### src/rtl/bbus_sequencer_if.sv
// Shared peripheral bus bundle: both requester handshakes plus the external
// chip-side pins (data, address, chip selects, strobes). The sequencer
// uses the slave view; requesters / pin models use the master view.
interface bbus_sequencer_if;
  // W5300 requester
  logic       w_req;
  logic       w_rnw;
  logic [9:0] w_addr;
  logic [7:0] w_wdata;
  logic       w_ack;
  // SL811 requester
  logic       s_req;
  logic       s_rnw;
  logic       s_a0;
  logic [7:0] s_wdata;
  logic       s_ack;
  // shared read-back
  logic [7:0] rdata;
  // external bus pins
  logic [7:0] bd_i;
  logic [7:0] bd_o;
  logic       bd_oe;
  logic [9:0] baddr;
  logic       w5300_cs_n;
  logic       sl811_cs_n;
  logic       brd_n;
  logic       bwr_n;
  logic       busy;

  modport slave (
    input  w_req, w_rnw, w_addr, w_wdata,
    input  s_req, s_rnw, s_a0, s_wdata,
    input  bd_i,
    output w_ack, s_ack, rdata,
    output bd_o, bd_oe, baddr,
    output w5300_cs_n, sl811_cs_n, brd_n, bwr_n, busy
  );

  modport master (
    output w_req, w_rnw, w_addr, w_wdata,
    output s_req, s_rnw, s_a0, s_wdata,
    output bd_i,
    input  w_ack, s_ack, rdata,
    input  bd_o, bd_oe, baddr,
    input  w5300_cs_n, sl811_cs_n, brd_n, bwr_n, busy
  );
endinterface

### src/rtl/bbus_sequencer.sv
// Timed sequencer / arbiter for the shared W5300 + SL811 peripheral bus.
// Each transaction runs IDLE -> SETUP -> STROBE -> HOLD -> GAP with fixed
// per-phase cycle counts; every output is registered.
// Build option: BBUS_RR_ARB_EN selects round-robin arbitration on a tie;
// when undefined, W5300 has fixed priority over SL811.
module bbus_sequencer #(
  parameter int SETUP  = 1,  // 1..15
  parameter int STROBE = 3,  // 1..15
  parameter int HOLD   = 1   // 1..15
) (
  input  logic             clk,
  input  logic             rst,
  bbus_sequencer_if.slave  bus
);

  // Phase counters count down to zero; loading N-1 gives exactly N cycles.
  localparam logic [3:0] SETUP_LD  = 4'(SETUP - 1);
  localparam logic [3:0] STROBE_LD = 4'(STROBE - 1);
  localparam logic [3:0] HOLD_LD   = 4'(HOLD - 1);

  typedef enum logic [2:0] {
    ST_IDLE,
    ST_SETUP,
    ST_STROBE,
    ST_HOLD,
    ST_GAP
  } state_t;

  state_t     state;
  logic [3:0] cnt;
  logic       sel_w;   // 1 = W5300 owns the current transaction
  logic       rnw_q;   // direction frozen at grant

`ifdef BBUS_RR_ARB_EN
  logic       last_w;  // 1 = W5300 was granted most recently
`endif

  // Winner selection and the winner's fields, as seen in the IDLE cycle.
  logic       g_w;
  logic       g_rnw;
  logic [9:0] g_addr;
  logic [7:0] g_wdata;

  // Arbitration and field mux for the requester that would be granted now.
  always_comb begin
    g_w = 1'b0;
`ifdef BBUS_RR_ARB_EN
    if (bus.w_req && bus.s_req) g_w = ~last_w;
    else                        g_w = bus.w_req;
`else
    g_w = bus.w_req;
`endif
    g_rnw   = g_w ? bus.w_rnw   : bus.s_rnw;
    g_addr  = g_w ? bus.w_addr  : {9'd0, bus.s_a0};
    g_wdata = g_w ? bus.w_wdata : bus.s_wdata;
  end

  // Sequencer FSM; outputs are loaded with the values of the state being entered.
  always_ff @(posedge clk) begin
    if (rst) begin
      state          <= ST_IDLE;
      cnt            <= 4'd0;
      sel_w          <= 1'b0;
      rnw_q          <= 1'b0;
      bus.w5300_cs_n <= 1'b1;
      bus.sl811_cs_n <= 1'b1;
      bus.brd_n      <= 1'b1;
      bus.bwr_n      <= 1'b1;
      bus.bd_oe      <= 1'b0;
      bus.bd_o       <= 8'd0;
      bus.baddr      <= 10'd0;
      bus.rdata      <= 8'd0;
      bus.w_ack      <= 1'b0;
      bus.s_ack      <= 1'b0;
      bus.busy       <= 1'b0;
`ifdef BBUS_RR_ARB_EN
      last_w         <= 1'b0;  // SL811 "last" so W5300 wins the first tie
`endif
    end else begin
      bus.w_ack <= 1'b0;
      bus.s_ack <= 1'b0;
      case (state)
        ST_IDLE: begin
          if (bus.w_req || bus.s_req) begin
            state          <= ST_SETUP;
            cnt            <= SETUP_LD;
            sel_w          <= g_w;
            rnw_q          <= g_rnw;
            bus.busy       <= 1'b1;
            bus.baddr      <= g_addr;
            bus.w5300_cs_n <= ~g_w;
            bus.sl811_cs_n <= g_w;
            bus.bd_oe      <= ~g_rnw;
            if (!g_rnw) bus.bd_o <= g_wdata;
`ifdef BBUS_RR_ARB_EN
            last_w         <= g_w;
`endif
          end
        end
        ST_SETUP: begin
          if (cnt == 4'd0) begin
            state     <= ST_STROBE;
            cnt       <= STROBE_LD;
            bus.brd_n <= ~rnw_q;
            bus.bwr_n <= rnw_q;
          end else begin
            cnt <= cnt - 4'd1;
          end
        end
        ST_STROBE: begin
          if (cnt == 4'd0) begin
            // Read data is captured at the edge that closes the strobe.
            if (rnw_q) bus.rdata <= bus.bd_i;
            state     <= ST_HOLD;
            cnt       <= HOLD_LD;
            bus.brd_n <= 1'b1;
            bus.bwr_n <= 1'b1;
          end else begin
            cnt <= cnt - 4'd1;
          end
        end
        ST_HOLD: begin
          if (cnt == 4'd0) begin
            state          <= ST_GAP;
            cnt            <= 4'd0;
            bus.w5300_cs_n <= 1'b1;
            bus.sl811_cs_n <= 1'b1;
            bus.bd_oe      <= 1'b0;
            bus.w_ack      <= sel_w;
            bus.s_ack      <= ~sel_w;
          end else begin
            cnt <= cnt - 4'd1;
          end
        end
        ST_GAP: begin
          // Turnaround cycle: never grants, so the bus idles for one cycle.
          state    <= ST_IDLE;
          cnt      <= 4'd0;
          bus.busy <= 1'b0;
        end
        default: begin
          state    <= ST_IDLE;
          cnt      <= 4'd0;
          bus.busy <= 1'b0;
        end
      endcase
    end
  end

endmodule

### src/flat_wrapper.sv
// flat-port wrapper written by rule: the top's interface ports become plain ports
module bbus_sequencer_flat 
#(
  parameter int SETUP  = 1,          
  parameter int STROBE = 3,          
  parameter int HOLD   = 1           
)
  (clk, rst, bus_w_req, bus_w_rnw, bus_w_addr, bus_w_wdata, bus_s_req, bus_s_rnw, bus_s_a0, bus_s_wdata, bus_bd_i, bus_w_ack, bus_s_ack, bus_rdata, bus_bd_o, bus_bd_oe, bus_baddr, bus_w5300_cs_n, bus_sl811_cs_n, bus_brd_n, bus_bwr_n, bus_busy);
  bbus_sequencer_if bus_i ();
  input  logic clk;
  input  logic rst;
  input wire logic [$bits(bus_i.w_req)-1:0] bus_w_req;
  input wire logic [$bits(bus_i.w_rnw)-1:0] bus_w_rnw;
  input wire logic [$bits(bus_i.w_addr)-1:0] bus_w_addr;
  input wire logic [$bits(bus_i.w_wdata)-1:0] bus_w_wdata;
  input wire logic [$bits(bus_i.s_req)-1:0] bus_s_req;
  input wire logic [$bits(bus_i.s_rnw)-1:0] bus_s_rnw;
  input wire logic [$bits(bus_i.s_a0)-1:0] bus_s_a0;
  input wire logic [$bits(bus_i.s_wdata)-1:0] bus_s_wdata;
  input wire logic [$bits(bus_i.bd_i)-1:0] bus_bd_i;
  output wire logic [$bits(bus_i.w_ack)-1:0] bus_w_ack;
  output wire logic [$bits(bus_i.s_ack)-1:0] bus_s_ack;
  output wire logic [$bits(bus_i.rdata)-1:0] bus_rdata;
  output wire logic [$bits(bus_i.bd_o)-1:0] bus_bd_o;
  output wire logic [$bits(bus_i.bd_oe)-1:0] bus_bd_oe;
  output wire logic [$bits(bus_i.baddr)-1:0] bus_baddr;
  output wire logic [$bits(bus_i.w5300_cs_n)-1:0] bus_w5300_cs_n;
  output wire logic [$bits(bus_i.sl811_cs_n)-1:0] bus_sl811_cs_n;
  output wire logic [$bits(bus_i.brd_n)-1:0] bus_brd_n;
  output wire logic [$bits(bus_i.bwr_n)-1:0] bus_bwr_n;
  output wire logic [$bits(bus_i.busy)-1:0] bus_busy;
  assign bus_i.w_req = bus_w_req;
  assign bus_i.w_rnw = bus_w_rnw;
  assign bus_i.w_addr = bus_w_addr;
  assign bus_i.w_wdata = bus_w_wdata;
  assign bus_i.s_req = bus_s_req;
  assign bus_i.s_rnw = bus_s_rnw;
  assign bus_i.s_a0 = bus_s_a0;
  assign bus_i.s_wdata = bus_s_wdata;
  assign bus_i.bd_i = bus_bd_i;
  assign bus_w_ack = bus_i.w_ack;
  assign bus_s_ack = bus_i.s_ack;
  assign bus_rdata = bus_i.rdata;
  assign bus_bd_o = bus_i.bd_o;
  assign bus_bd_oe = bus_i.bd_oe;
  assign bus_baddr = bus_i.baddr;
  assign bus_w5300_cs_n = bus_i.w5300_cs_n;
  assign bus_sl811_cs_n = bus_i.sl811_cs_n;
  assign bus_brd_n = bus_i.brd_n;
  assign bus_bwr_n = bus_i.bwr_n;
  assign bus_busy = bus_i.busy;
  bbus_sequencer #(.SETUP(SETUP), .STROBE(STROBE), .HOLD(HOLD)) u_core (.clk(clk), .rst(rst), .bus(bus_i));
endmodule
### config.mk
export PLATFORM = sky130hd
export DESIGN_NAME = bbus_sequencer_flat
export DESIGN_NICKNAME = d
export VERILOG_FILES = /design/src/rtl/bbus_sequencer_if.sv /design/src/rtl/bbus_sequencer.sv /design/src/flat_wrapper.sv
export SDC_FILE = /design/constraint.sdc
export NUM_CORES = 1
export LEC_CHECK = 0
export BUFFER_PORTS_ARGS = -buffer_cell sky130_fd_sc_hd__buf_2
export CAP_MARGIN = 20
export CORE_ASPECT_RATIO = 0.6
export CORE_UTILIZATION = 35
export DETAILED_ROUTE_END_ITERATION = 10
export HOLD_SLACK_MARGIN = 0.05
export PLACE_DENSITY_LB_ADDON = 0.08
export SLEW_MARGIN = 20
export SYNTH_ARGS = -nofsm -noshare
export SYNTH_HDL_FRONTEND = slang
export SYNTH_SLANG_ARGS = --single-unit
export TNS_END_PERCENT = 5
### constraint.sdc
create_clock -name clk -period 2.2 [get_ports clk]
set_input_delay 0 -clock clk [delete_from_list [all_inputs] [get_ports clk]]
set_output_delay 0 -clock clk [all_outputs]
set_load 0.02 [all_outputs]
==> results by group <==
Run status
  • Run status: finished with violations
  • Violated checks: design-rule violations

Global routing
  • Met2 routing resource usage after global routing: between 20% and 30%
  • GRT Resource Usage Total: 16.35%
  • Vias in the first global route: 1,550
  • Global-route wire length before repair: ~7400 um
  • Met1 capacity usage during global routing: 23.90%
  • Total grt overflow: 0
  • Most Crowded Layer GR: met1
  • Pin count of the biggest net entering global routing: 50
  • Number of antenna violations at the first check in global routing: 0
  • Routing usage on met3: 4.717%

Routing
  • First-pass DRT Iterations: 7
  • Number of vias per cell: 4.830
  • Residual DRC count: 10
  • DRT Wirelength: 4648 um
  • DRC marker count from the first detailed-route iteration: 85
  • Antenna-violating nets left: 0
  • Overall via count from detail_route: 1,734
  • Routed len/inst: 12.95 um

Die
  • Chip height: 59.40 um
  • Die span in x: 97.67 um
  • Effective utilization at floorplan: 37.10%
  • Io pins: 75
  • Row count: 20
  • Core Region: around 5200 um^2
  • Die Footprint: 5801 um^2

Yosys
  • Cell variety after synth: between 40 and 50
  • Top flip-flop cell by instance count after synthesis: sky130_fd_sc_hd__dfxtp_1
  • Syn_nets: 248
  • Syn avg cell area: 9.284 um^2
  • Sequential cell area fraction in the yosys report: 44.79%
  • Number of synthesized register bits: 43
  • Number of instances in the synthesized netlist: roughly 210
  • EDFF count, synth: 0
  • Cell Area, Synth: 1922 um^2
  • Number of warning messages in the yosys log: 0
  • Fraction of registers with async set/reset: 0%

Power
  • Highest ir drop seen on vdd: a little under 0.0005 V
  • Internal power: around 1400 uW
  • Psw: ~760 uW
  • Part of the power in the clock network: 22.3%
  • Power per Cell Area: 850.9 nW/um^2
  • Switching share of power: 34.45%
  • Power share of the combinational group: 33.9%
  • Share of total power in sequential cells: 43.8%
  • Leak: 0.001116 uW

Final layout
  • Inserted Diodes: 0
  • Area overhead of the layout relative to synthesis: 35.22%
  • Fraction of layout instances using a drive strength above 1: 33.11%
  • FILL cells: around 530
  • Area taken by multi-input logic gates: about 960 um^2
  • Fin nets: 334
  • Area occupied by registers: approximately 860 um^2

Hold path
  • Type of the most critical hold path: in -> reg

Timing
  • Clock period minus final worst setup slack: 1.762 ns
  • Final worst setup slack: between 0.4 and 0.5 ns
  • Setup-failing EPs final: 0
  • Max Fclk: around 0.57 GHz
  • Final-report max-slew violation count: 0
  • Total negative setup slack: 0 ns
  • Final hold violation count: 0
  • Least-Margin Pin Slew: 0.7984 ns
  • Final cycle utilization of the critical path: 80.07%
  • Worst rel slew slack: 46.77%
  • Worst hold slack after final layout: 0.05483 ns
  • Clock Skews: 0.004968 ns
  • RSZ-0062 raised after global routing: no

Critical path
  • Worst Path Max Fanout: 13
  • WP data required: about 2.3 ns
  • Data arrival time of the critical path: 1.90 ns
  • Crit Path Category: reg -> reg
  • Critical path cell sequence: or3_1 > nor3_4 > a211oi_1
  • Startpoint types: flip-flop
  • Sort of element at the end of the critical path: flip-flop
  • Slowest library cell on the worst path: sky130_fd_sc_hd__or3_1
  • CP max stage delay: about 0.60 ns

CTS
  • Worst-case clock buffer depth: 2
  • Count of clock tree sinks: 43
  • Total clock buffers created by CTS: 5
  • Clock latency on the worst-skew pair: between 0.2 and 0.3 ns
  • Master cell of the clock root buffer: sky130_fd_sc_hd__clkbuf_8
  • CTS clock-pin slew for the worst setup and hold paths: 0.08 ns
  • Count of buffers added by post-CTS timing repair for setup: 0
  • Total number of H-tree levels: 2
  • CTS tree: built

Place
  • GPL Wtd Cong: 0.7423
  • HPWL after detailed placement: 3167 um
  • Number of port buffers: 74
  • Minimum setup slack after placement: 0.4459 ns

Job
  • Max Cap Viol: 0
-- synthesized netlist by cell type, types with 4 or more instances --
library cell	instances	area share, %
sky130_fd_sc_hd__inv_1	4	0.78
sky130_fd_sc_hd__nand2b_1	18	5.9
sky130_fd_sc_hd__clkbuf_1	9	1.8
sky130_fd_sc_hd__o21ai_0	11	2.9
sky130_fd_sc_hd__a211oi_1	9	3.5
sky130_fd_sc_hd__nand2_1	12	2.3
sky130_fd_sc_hd__nor2_1	8	1.6
sky130_fd_sc_hd__dfxtp_1	43	45
sky130_fd_sc_hd__a31oi_1	8	2.6
sky130_fd_sc_hd__mux2i_1	20	10
sky130_fd_sc_hd__a21oi_1	17	4.4
sky130_fd_sc_hd__buf_2	7	1.8
-- per-layer routing --
| layer | routed length (um) | vias to the layer above |
|---|---|---|
| li1 | - | 919 |
| met1 | 2492 | 763 |
| met2 | 1882 | 45 |
| met3 | 226 | 7 |
| met4 | 47 | 0 |
| met5 | 0 | - |
-- per-stage QoR --
stage	cells	utilization (%)	power, uW	area [um^2]
final	359	50.17	2211	2599
after detailed placement	334	45.00	1710	2331
after floorplan	207	-	1497	1922
after CTS	359	50.17	2238	2599
after global placement	334	45.00	1708	2331
after global routing	359	50.17	2364	2599
-- worst max-delay path, delay by kind of cell (launching register included) --
kind | cells | cell delay, ns
AND/OR/NAND/NOR | 2 | 1.03
flip-flops | 1 | 0.44
AO/OA/AOI/OAI | 1 | 0.13
-- cell usage in the layout (no fill, tap or decap), types with 2 or more instances in the layout --
cell type,n
sky130_fd_sc_hd__a211oi_1,9
sky130_fd_sc_hd__o21ai_0,11
sky130_fd_sc_hd__buf_4,5
sky130_fd_sc_hd__nand2_1,12
sky130_fd_sc_hd__or2_2,2
sky130_fd_sc_hd__nor3b_1,2
sky130_fd_sc_hd__mux2i_1,20
sky130_fd_sc_hd__nor3_1,3
sky130_fd_sc_hd__dlygate4sd3_1,18
sky130_fd_sc_hd__o21ai_1,2
sky130_fd_sc_hd__nor4_1,3
sky130_fd_sc_hd__a31oi_1,8
sky130_fd_sc_hd__nand3_1,2
sky130_fd_sc_hd__a21oi_1,17
sky130_fd_sc_hd__nor3_4,2
sky130_fd_sc_hd__buf_2,74
sky130_fd_sc_hd__or3_1,2
sky130_fd_sc_hd__nor2_1,8
sky130_fd_sc_hd__clkbuf_8,6
sky130_fd_sc_hd__inv_1,4
sky130_fd_sc_hd__dfxtp_1,43
sky130_fd_sc_hd__nand2b_1,18
-- final cells by class --
class / instances / share of cell area [%]
clock buffer: 6 / 3.178
clock inverter: 1 / 0.1926
inverter: 4 / 0.5778
multi-input combinational: 142 / 37.12
sequential: 43 / 33.12
tap: 66 / 3.178
timing repair buffer: 97 / 22.63
-- path summary, 6_finish.rpt --
| path | slack (ns) | startpoint | end | cells past startpoint |
|---|---|---|---|---|
| worst max register to register | 0.44 | u_core.state[0] | u_core.bus.bd_o[0] | 3 |
| worst min-delay path | 0.05 | bus_s_wdata[6] | u_core.bus.bd_o[6] | 3 |
| worst min register to register | 0.46 | u_core.sel_w | u_core.bus.s_ack | 1 |
| worst max-delay path | 0.44 | u_core.state[0] | u_core.bus.bd_o[0] | 3 |
-- power by group through the flow --
| stage | Sequential, uW | Clock, uW | Combinational, uW |
|---|---|---|---|
| after floorplan | 1060 | 0 | 437 |
| after global placement | 985 | 0 | 723 |
| after detailed placement | 986 | 0 | 723 |
| after CTS | 969 | 519 | 750 |
| after global routing | 985 | 549 | 830 |
| final | 969 | 492 | 750 |
-- state kept, by name, summed over array words and instances, names as in the netlist, 3 cells and up --
name and flops:
u_core.bus.baddr 10, u_core.bus.bd_o 8, u_core.bus.rdata 8, u_core.cnt 4, u_core.state 3
-- what timing repair did --
action / in CTS / in global routing
hold endpoints to repair: 18 / 0
endpoints found under the setup margin: 0 / 0
gates resized for setup: 0 / 0
hold buffers: 18 / 0
-- logic make-up (layout without fill, tap and decap cells) --
logic type,after synthesis,count (layout),share of synthesized area [%]
XOR/XNOR,1,1,0.4558
multiplexers,22,22,11.72
flip-flops,43,43,44.79
AO/OA/AOI/OAI,55,55,17.77
AND/OR/NAND/NOR,64,64,19.92
buffers and inverters,22,108,5.338
Power figures use the tool's default switching activity.
